--- config.mk ---
export PLATFORM = sky130hd
export DESIGN_NAME = vmu_mem_arbiter
export DESIGN_NICKNAME = d
export VERILOG_FILES = /design/src/rtl/vmu_mem_arbiter_pkg.sv /design/src/rtl/vmu_arb_rr2.sv /design/src/rtl/vmu_mem_arbiter.sv
export SDC_FILE = /design/constraint.sdc
export NUM_CORES = 1
export LEC_CHECK = 0
export CAP_MARGIN = 30
export CELL_PAD_IN_SITES_DETAIL_PLACEMENT = 1
export CELL_PAD_IN_SITES_GLOBAL_PLACEMENT = 1
export CORE_MARGIN = 1
export CORE_UTILIZATION = 25
export CTS_CLUSTER_SIZE = 10
export DETAILED_ROUTE_END_ITERATION = 7
export PLACE_DENSITY = 0.94
export SLEW_MARGIN = 5
export SYNTH_ARGS = -nofsm -noshare
export SYNTH_HDL_FRONTEND = slang
export SYNTH_HIERARCHICAL = 1
export SYNTH_SLANG_ARGS = --single-unit
--- constraint.sdc ---
create_clock -name clk -period 12.35 [get_ports clk]
set_input_delay 3.705 -clock clk [delete_from_list [all_inputs] [get_ports clk]]
set_output_delay 3.705 -clock clk [all_outputs]
set_load 0.02 [all_outputs]
--- src/rtl/vmu_mem_arbiter_pkg.sv ---
// rtl/vmu_mem_arbiter_pkg.sv - shared types for the vector/scalar memory port arbiter
package vmu_mem_arbiter_pkg;

  localparam int ARB_ADDR_W   = 32;
  localparam int ARB_DATA_W   = 32;
  localparam int ARB_TICKET_W = 4;
  localparam int ARB_TAG_W    = ARB_TICKET_W + 1;

  typedef enum logic [1:0] {
    ARB_RUN   = 2'd0,
    ARB_DRAIN = 2'd1,
    ARB_ACK   = 2'd2
  } arb_state_e;

  typedef enum logic {
    SRC_SCALAR = 1'b0,
    SRC_VECTOR = 1'b1
  } mem_src_e;

  typedef struct packed {
    logic                  we;
    logic [ARB_ADDR_W-1:0] addr;
    logic [ARB_DATA_W-1:0] data;
    logic [ARB_TAG_W-1:0]  tag;
  } arb_mem_req_t;

  // Tag MSB carries the source; scalar requests always carry ticket 0.
  function automatic logic [ARB_TAG_W-1:0] make_tag(input mem_src_e src,
                                                    input logic [ARB_TICKET_W-1:0] ticket);
    logic [ARB_TICKET_W-1:0] t;
    t = (src == SRC_VECTOR) ? ticket : '0;
    return {src == SRC_VECTOR, t};
  endfunction

endpackage

--- src/rtl/vmu_arb_rr2.sv ---
// rtl/vmu_arb_rr2.sv - two-way round-robin picker with per-source burst limit
module vmu_arb_rr2
  import vmu_mem_arbiter_pkg::*;
#(
  parameter int BURST_LIMIT = 4
) (
  input  logic       clk,
  input  logic       rst_n,
  input  logic       advance_i,
  input  logic [1:0] eligible_i,
  output logic [1:0] grant_o
);

  localparam int CNT_W = $clog2(BURST_LIMIT + 1);
  localparam logic [CNT_W-1:0] CNT_LIMIT = CNT_W'(BURST_LIMIT);
  localparam logic [CNT_W-1:0] CNT_ONE   = CNT_W'(1);

  mem_src_e         last_q, last_d;
  logic [CNT_W-1:0] burst_q, burst_d;
  mem_src_e         pick;
  logic             keep_last;

  // Choose a source; burst count 0 means no history, so the tie goes away from last_q.
  always_comb begin
    grant_o   = 2'b00;
    last_d    = last_q;
    burst_d   = burst_q;
    keep_last = (burst_q != '0) && (burst_q < CNT_LIMIT);
    pick      = last_q;
    case (eligible_i)
      2'b01:   pick = SRC_SCALAR;
      2'b10:   pick = SRC_VECTOR;
      2'b11:   pick = keep_last ? last_q : mem_src_e'(~last_q);
      default: pick = last_q;
    endcase
    if (advance_i && (eligible_i != 2'b00)) begin
      grant_o = (pick == SRC_VECTOR) ? 2'b10 : 2'b01;
      last_d  = pick;
      if ((pick == last_q) && (burst_q != '0)) begin
        burst_d = (burst_q < CNT_LIMIT) ? burst_q + CNT_ONE : burst_q;
      end else begin
        burst_d = CNT_ONE;
      end
    end
  end

  // Remember the last winner and how many times in a row it has won.
  always_ff @(posedge clk) begin
    if (!rst_n) begin
      last_q  <= SRC_VECTOR;
      burst_q <= '0;
    end else begin
      last_q  <= last_d;
      burst_q <= burst_d;
    end
  end

endmodule

--- src/rtl/vmu_mem_arbiter.sv ---
// rtl/vmu_mem_arbiter.sv - shares one memory request port between vector unit and scalar core
module vmu_mem_arbiter
  import vmu_mem_arbiter_pkg::*;
#(
  parameter int ADDR_WIDTH      = ARB_ADDR_W,
  parameter int DATA_WIDTH      = ARB_DATA_W,
  parameter int TICKET_WIDTH    = ARB_TICKET_W,
  parameter int MAX_OUTSTANDING = 8,
  parameter int BURST_LIMIT     = 4
) (
  input  logic                    clk,
  input  logic                    rst_n,
  input  logic                    vec_req_valid_i,
  input  logic                    vec_req_store_i,
  input  logic [ADDR_WIDTH-1:0]   vec_req_addr_i,
  input  logic [DATA_WIDTH-1:0]   vec_req_data_i,
  input  logic [TICKET_WIDTH-1:0] vec_req_ticket_i,
  output logic                    vec_req_ready_o,
  output logic                    vec_resp_valid_o,
  output logic [TICKET_WIDTH-1:0] vec_resp_ticket_o,
  output logic [DATA_WIDTH-1:0]   vec_resp_data_o,
  input  logic                    sca_req_valid_i,
  input  logic                    sca_req_we_i,
  input  logic [ADDR_WIDTH-1:0]   sca_req_addr_i,
  input  logic [DATA_WIDTH-1:0]   sca_req_data_i,
  output logic                    sca_req_ready_o,
  output logic                    sca_resp_valid_o,
  output logic [DATA_WIDTH-1:0]   sca_resp_data_o,
  output logic                    mem_req_valid_o,
  output logic                    mem_req_we_o,
  output logic [ADDR_WIDTH-1:0]   mem_req_addr_o,
  output logic [DATA_WIDTH-1:0]   mem_req_data_o,
  output logic [TICKET_WIDTH:0]   mem_req_tag_o,
  input  logic                    mem_req_ready_i,
  input  logic                    mem_resp_valid_i,
  input  logic [TICKET_WIDTH:0]   mem_resp_tag_i,
  input  logic [DATA_WIDTH-1:0]   mem_resp_data_i,
  input  logic                    fence_i,
  output logic                    fence_ack_o,
  output logic                    arb_idle_o
);

  localparam int OUT_W = $clog2(MAX_OUTSTANDING + 1);
  localparam logic [OUT_W-1:0] OUT_MAX = OUT_W'(MAX_OUTSTANDING);
  localparam logic [OUT_W-1:0] OUT_ONE = OUT_W'(1);

  arb_mem_req_t     stage_q, stage_d;
  logic             stage_valid_q, stage_valid_d;
  logic [OUT_W-1:0] outst_q, outst_d;
  arb_state_e       state_q, state_d;

  logic       slot_free;
  logic       credit_ok;
  logic       grant_en;
  logic [1:0] eligible;
  logic [1:0] grant;
  logic       grant_read;

  assign slot_free = ~stage_valid_q | mem_req_ready_i;
  assign credit_ok = outst_q < OUT_MAX;
  assign grant_en  = slot_free & (state_q == ARB_RUN) & ~fence_i;

  // A read blocked by credit looks idle to the picker so a pending write can go ahead.
  assign eligible[1] = vec_req_valid_i & (vec_req_store_i | credit_ok);
  assign eligible[0] = sca_req_valid_i & (sca_req_we_i | credit_ok);

  vmu_arb_rr2 #(
    .BURST_LIMIT(BURST_LIMIT)
  ) u_rr2 (
    .clk       (clk),
    .rst_n     (rst_n),
    .advance_i (grant_en),
    .eligible_i(eligible),
    .grant_o   (grant)
  );

  assign vec_req_ready_o = grant[1];
  assign sca_req_ready_o = grant[0];
  assign grant_read      = (grant[1] & ~vec_req_store_i) | (grant[0] & ~sca_req_we_i);

  // Output stage: a grant reloads it, an accepted request empties it, otherwise it holds.
  always_comb begin
    stage_valid_d = stage_valid_q;
    stage_d       = stage_q;
    if (mem_req_ready_i) begin
      stage_valid_d = 1'b0;
    end
    if (grant[1]) begin
      stage_valid_d = 1'b1;
      stage_d.we    = vec_req_store_i;
      stage_d.addr  = vec_req_addr_i;
      stage_d.data  = vec_req_data_i;
      stage_d.tag   = make_tag(SRC_VECTOR, vec_req_ticket_i);
    end else if (grant[0]) begin
      stage_valid_d = 1'b1;
      stage_d.we    = sca_req_we_i;
      stage_d.addr  = sca_req_addr_i;
      stage_d.data  = sca_req_data_i;
      stage_d.tag   = make_tag(SRC_SCALAR, '0);
    end
  end

  // Read credit: count loads into the stage, retire on responses, floor at zero.
  always_comb begin
    outst_d = outst_q;
    case ({grant_read, mem_resp_valid_i})
      2'b10:   outst_d = (outst_q < OUT_MAX) ? outst_q + OUT_ONE : outst_q;
      2'b01:   outst_d = (outst_q != '0) ? outst_q - OUT_ONE : outst_q;
      default: outst_d = outst_q;
    endcase
  end

  // Fence sequencing: stop granting, wait for the port to go quiet, then acknowledge once.
  always_comb begin
    state_d     = state_q;
    fence_ack_o = 1'b0;
    case (state_q)
      ARB_RUN: begin
        if (fence_i) state_d = ARB_DRAIN;
      end
      ARB_DRAIN: begin
        if (!stage_valid_q && (outst_d == '0)) state_d = ARB_ACK;
      end
      ARB_ACK: begin
        fence_ack_o = 1'b1;
        state_d     = ARB_RUN;
      end
      default: state_d = ARB_RUN;
    endcase
  end

  // State, credit and output stage registers.
  always_ff @(posedge clk) begin
    if (!rst_n) begin
      state_q       <= ARB_RUN;
      outst_q       <= '0;
      stage_valid_q <= 1'b0;
      stage_q       <= '0;
    end else begin
      state_q       <= state_d;
      outst_q       <= outst_d;
      stage_valid_q <= stage_valid_d;
      stage_q       <= stage_d;
    end
  end

  assign mem_req_valid_o = stage_valid_q;
  assign mem_req_we_o    = stage_q.we;
  assign mem_req_addr_o  = stage_q.addr;
  assign mem_req_data_o  = stage_q.data;
  assign mem_req_tag_o   = stage_q.tag;

  // Responses are steered by the tag source bit with no storage in between.
  assign vec_resp_valid_o  = mem_resp_valid_i & mem_resp_tag_i[TICKET_WIDTH];
  assign sca_resp_valid_o  = mem_resp_valid_i & ~mem_resp_tag_i[TICKET_WIDTH];
  assign vec_resp_ticket_o = vec_resp_valid_o ? mem_resp_tag_i[TICKET_WIDTH-1:0] : '0;
  assign vec_resp_data_o   = vec_resp_valid_o ? mem_resp_data_i : '0;
  assign sca_resp_data_o   = sca_resp_valid_o ? mem_resp_data_i : '0;

  assign arb_idle_o = ~stage_valid_q & (outst_q == '0) & ~vec_req_valid_i & ~sca_req_valid_i;

endmodule

==> impl.org <==
** Setup path
- In this run the worst path has a maximum fanout of 55.
- Startpoint class of the critical path :: input port
- STA puts the critical path data required time at between 8 and 9 ns.
- The most critical setup path has its endpoint at vec_req_ready_o.
- The worst register-to-register path begins at mem_req_valid_o.
- Startpoint of the most critical setup path :: mem_req_ready_i
- In this design, the stage delay of the slowest critical-path cell is between 0.7 and 0.8 ns.
- Cell depth of the worst setup path :: 5
- Delay-heaviest family, CP :: buffers and inverters
- Endpoint of the most critical register-to-register path :: state_q[0]
- Among the stages of the critical path, the cell type that occurs most often is sky130_fd_sc_hd__clkdlybuf4s50_1.
- At the worst endpoint, the arrival time is 6.42 ns.
- Cell-by-cell trace of the critical path :: clkdlybuf4s50_1 > nor2b_1 > nor4_1 > o211a_4 > clkdlybuf4s50_1
- Critical Path End Type :: output port
- The worst register-to-register path has a setup slack of 8.14 ns.
- Worst reg2reg path depth :: 13
- The number of buffers and inverters on the critical path is 2.
- Critical-path cell with the highest stage delay :: sky130_fd_sc_hd__nor4_1
- The worst setup path is of the in2out kind.

** Final layout
- The repair_antennas step left the layout with diodes totalling 0.
- The sequential cells in the finished layout cover a total of roughly 1600 sq um.
- In the final design database the tool counted a little over 1000 nets.
- Cells with a size suffix above 1 make up 3.72% of the layout.
- # fillers :: 2002
- Area added between synthesis and finish :: 84.4%
- In the final layout, the multi-input gates occupy ~2500 sq um.
- Measured on the finished design, the core utilization comes to a little under half.

** Timing
- Setup-failing EPs final :: 0
- Unrepaired setup endpoints after global routing :: no
- The count of endpoints failing hold in the final timing report came to 0.
- In this run the tightest slew margin relative to its limit is around 34%.
- Min Clock Period, post-route :: approximately 10 ns
- Across all setup checks in the final design, the least slack found is between 2 and 2.5 ns.
- Of the available clock period, the critical path in the final layout requires roughly four fifths.
- Slew Limit Fails :: 0
- Max Clock Freq :: around 0.099 GHz
- For the pin with the worst max-slew slack, the measured transition is 0.983 ns.
- Worst clock skew :: 0.0127 ns
- Final-layout setup total negative slack :: 0 ns

** Job
- Maximum capacitance violations :: 0

** Logic synthesis
- EDFF count, synth :: 0
- A synthesized cell averages roughly 7.8 sq um.
- Count leader, synth :: sky130_fd_sc_hd__nor2_1
- Yosys attributes the largest share of cell area to sky130_fd_sc_hd__dfxtp_1, sky130_fd_sc_hd__mux2i_1, sky130_fd_sc_hd__nor2_1.
- Number of distinct library cell variants in the gate-level netlist after synthesis :: 41
- Most used DFF post-synth :: sky130_fd_sc_hd__dfxtp_1
- Synthesis handed over a netlist of between 500 and 600 instances.
- Top cells by count, synth :: sky130_fd_sc_hd__nor2_1, sky130_fd_sc_hd__dfxtp_1, sky130_fd_sc_hd__a21oi_1
- Number of storage elements in the synthesis netlist :: 81
- Synth top area share :: approximately 37%
- Synth async-reset ratio :: 0%
- Netlist area before placement :: ~4400 sq um
- Most area-hungry cell type in the Yosys netlist :: sky130_fd_sc_hd__dfxtp_1
- Yosys Warn Count :: 6
- Sequential-to-total area share from yosys stat :: around 37%
- Number of nets in the synthesized netlist :: roughly 740

** Power and ir drop
- Clock Power Share :: approximately 30%
- Power spread over the standard cell area amounts to about 110 nW/um^2.
- Lkg Pwr :: 0.00318 uW
- Internal power comes to ~600 uW.
- The share of total power dissipated in sequential elements is between 30% and 40%.
- Worst IR Drop VDD :: 0.0000656 V
- The analysis attributes to net switching a power of around 290 uW.
- Sw frac :: about a third
- Combinational cells account for 35.2% of the total power.
- After layout, the design draws a total of 871 uW.

** CTS
- Total setup buffers inserted after CTS :: 0
- Clock-pin slew was measured on the worst setup and hold paths at 0.06 ns.
- Clock network latency to the later pin of the worst-skew pair :: 0.34 ns
- Number of sinks driven by the clock tree :: 81
- Number of H-tree levels :: 3
- TritonCTS clock tree :: done
- Clock Path Buffers :: 2
- Number of CTS-inserted buffers :: 9
- The number of hold buffers added after CTS was 0.
- In this run the clock root is driven by a sky130_fd_sc_hd__clkbuf_16.
- CTS resizes :: 0

** Detailed routing
- In the final routed layout, each cell accounts on average for around 17 microns.
- Across all layers, the routed design uses ~5100 vias.
- Dividing the detail-routed via count by the number of cells gives roughly 4.7.
- In this run, the number of DRC markers left after iteration 0 of detailed routing was 120.
- Total length of routed wires :: roughly 18000 microns
- 1st-pass router iterations :: 4
- DRT antenna net count :: 0
- For this run, design rule violations remaining after detail routing come to 0.

** Floorplanning
- Core Region :: ~17000 sq um
- Vertical die dimension :: between 100 and 150 microns
- Pin placement for this block handled roughly 320 I/O pins.
- Die Span X :: between 100 and 150 microns
- After floorplanning, the core was divided into 47 placement rows.
- The initial utilization of the core area, before any placement, comes to 25.9%.
- The floorplan step defined a die boundary enclosing between 15000 and 20000 sq um.

** GRT
- Remaining Overflow, GRT :: 0
- The first global-routing pass estimated 28200 microns of wire.
- Global routing consumed, over all layers together, between 20% and 30% of the routing resources.
- Maximum number of pins on one net before global-route repair :: slightly below 90
- Initial antenna violation count :: 0
- The via count of the first global-routing pass came to between 5000 and 6000.

** Worst hold path
- The path class of the tightest hold or removal check is reg2reg.
- Hold path startpoint :: mem_req_tag_o[4]

** Outcome
- The flow ran to the end, and the final reports show no timing, DRC or antenna violations.

** Place
- The count of buffers added on input and output ports is roughly 320.
- The congestion estimate from routability-driven global placement came to slightly above 0.8.
- Total half-perimeter wirelength after legalization and detailed placement :: 13900 microns
- Pre-CTS setup slack :: 2.27 ns
[worst register-to-register path, delay by kind of cell (launching register included)]
family | cells | cell delay, ns
buffers and inverters | 3 | 0.70
flip-flops | 1 | 0.36
adder cells (fa/ha/maj) | 1 | 0.38
AO/OA/AOI/OAI | 5 | 1.25
AND/OR/NAND/NOR | 4 | 1.40
[routing by layer]
layer  track usage, %  wire [microns]  vias to the layer above
met4             7.80             482                        0
met5                0               0                        -
met2             37.5            9590                      157
met1             22.1            7570                     2400
li1                 -               -                     2482
met3             4.20             794                       32
[registers in the layout, summed over array words and instances (netlist names)]
register and cells:
mem_req_tag_o 5, mem_req_we_o 1, mem_req_valid_o 1, outst_q 4, u_rr2/last_q 1, state_q 2, mem_req_addr_o 32, mem_req_data_o 32
u_rr2/burst_q 3
[worst min-delay path by stage]
stage          slack (ns)  depth (start not counted)                to
2_1_floorplan        0.44                          1        state_q[0]
3_3_place_gp         0.47                          2  mem_req_tag_o[4]
3_5_place_dp         0.48                          2  mem_req_tag_o[4]
4_1_cts              0.50                          2  mem_req_tag_o[4]
5_1_grt              0.53                          2  mem_req_tag_o[4]
6_report             0.49                          2  mem_req_tag_o[4]
[stage by stage]
| stage | hold slack (ns) | instance area (sq um) | cells |
|---|---|---|---|
| 2_1_floorplan | 0.436 | 4360 | 559 |
| 3_5_place_dp | 0.484 | 7740 | 1064 |
| 6_report | 0.495 | 8030 | 1080 |
| 3_3_place_gp | 0.468 | 7740 | 1064 |
| 4_1_cts | 0.500 | 8030 | 1080 |
| 5_1_grt | 0.532 | 8030 | 1080 |
[power by group through the flow]
stage | combinational, uW | clock (uW) | sequential (uW)
global route | 330 | 282 | 305
detailed placement | 307 | 0 | 308
CTS | 309 | 272 | 302
global placement | 298 | 0 | 306
finish | 307 | 262 | 302
floorplan | 126 | 0 | 332
[placed cells by master, fill, tap and decap left out, types with 2 or more instances in the layout]
cell,count
sky130_fd_sc_hd__dfxtp_1,81
sky130_fd_sc_hd__and2_1,35
sky130_fd_sc_hd__nor2_1,146
sky130_fd_sc_hd__nor2b_1,2
sky130_fd_sc_hd__nand2b_1,3
sky130_fd_sc_hd__mux2i_1,65
sky130_fd_sc_hd__a21boi_0,2
sky130_fd_sc_hd__nand2_1,3
sky130_fd_sc_hd__and3_1,36
sky130_fd_sc_hd__nand3_1,5
sky130_fd_sc_hd__clkdlybuf4s50_1,322
sky130_fd_sc_hd__inv_1,15
sky130_fd_sc_hd__o22ai_1,2
sky130_fd_sc_hd__clkinvlp_4,3
sky130_fd_sc_hd__buf_4,7
sky130_fd_sc_hd__ha_1,6
sky130_fd_sc_hd__nor3_1,3
sky130_fd_sc_hd__nand4_1,3
sky130_fd_sc_hd__a21o_1,2
sky130_fd_sc_hd__nor3b_1,5
sky130_fd_sc_hd__a21oi_1,73
sky130_fd_sc_hd__a2111oi_0,2
sky130_fd_sc_hd__clkbuf_16,9
sky130_fd_sc_hd__o21ai_0,6
[layout make-up]
cell class / instances / share of cell area, %
Timing Repair Buffer: 329 / 40.8
Multi-Input combinational cell: 418 / 31.3
Sequential cell: 81 / 20.2
Tap cell: 220 / 3.43
Clock buffer: 10 / 2.97
Inverter: 16 / 0.748
Clock inverter: 6 / 0.639
[logic make-up (layout without fill, tap and decap cells)]
kind of cell	after synthesis	in the layout	synth area share [%]
multiplexers	66	66	15.2
XOR/XNOR	1	1	0.201
AO/OA/AOI/OAI	98	98	12.9
AND/OR/NAND/NOR	247	247	27.2
buffers and inverters	60	361	5.57
flip-flops	81	81	37.2
adder cells (fa/ha/maj)	6	6	1.72
Note: power is estimated with default switching activity, not from simulation.
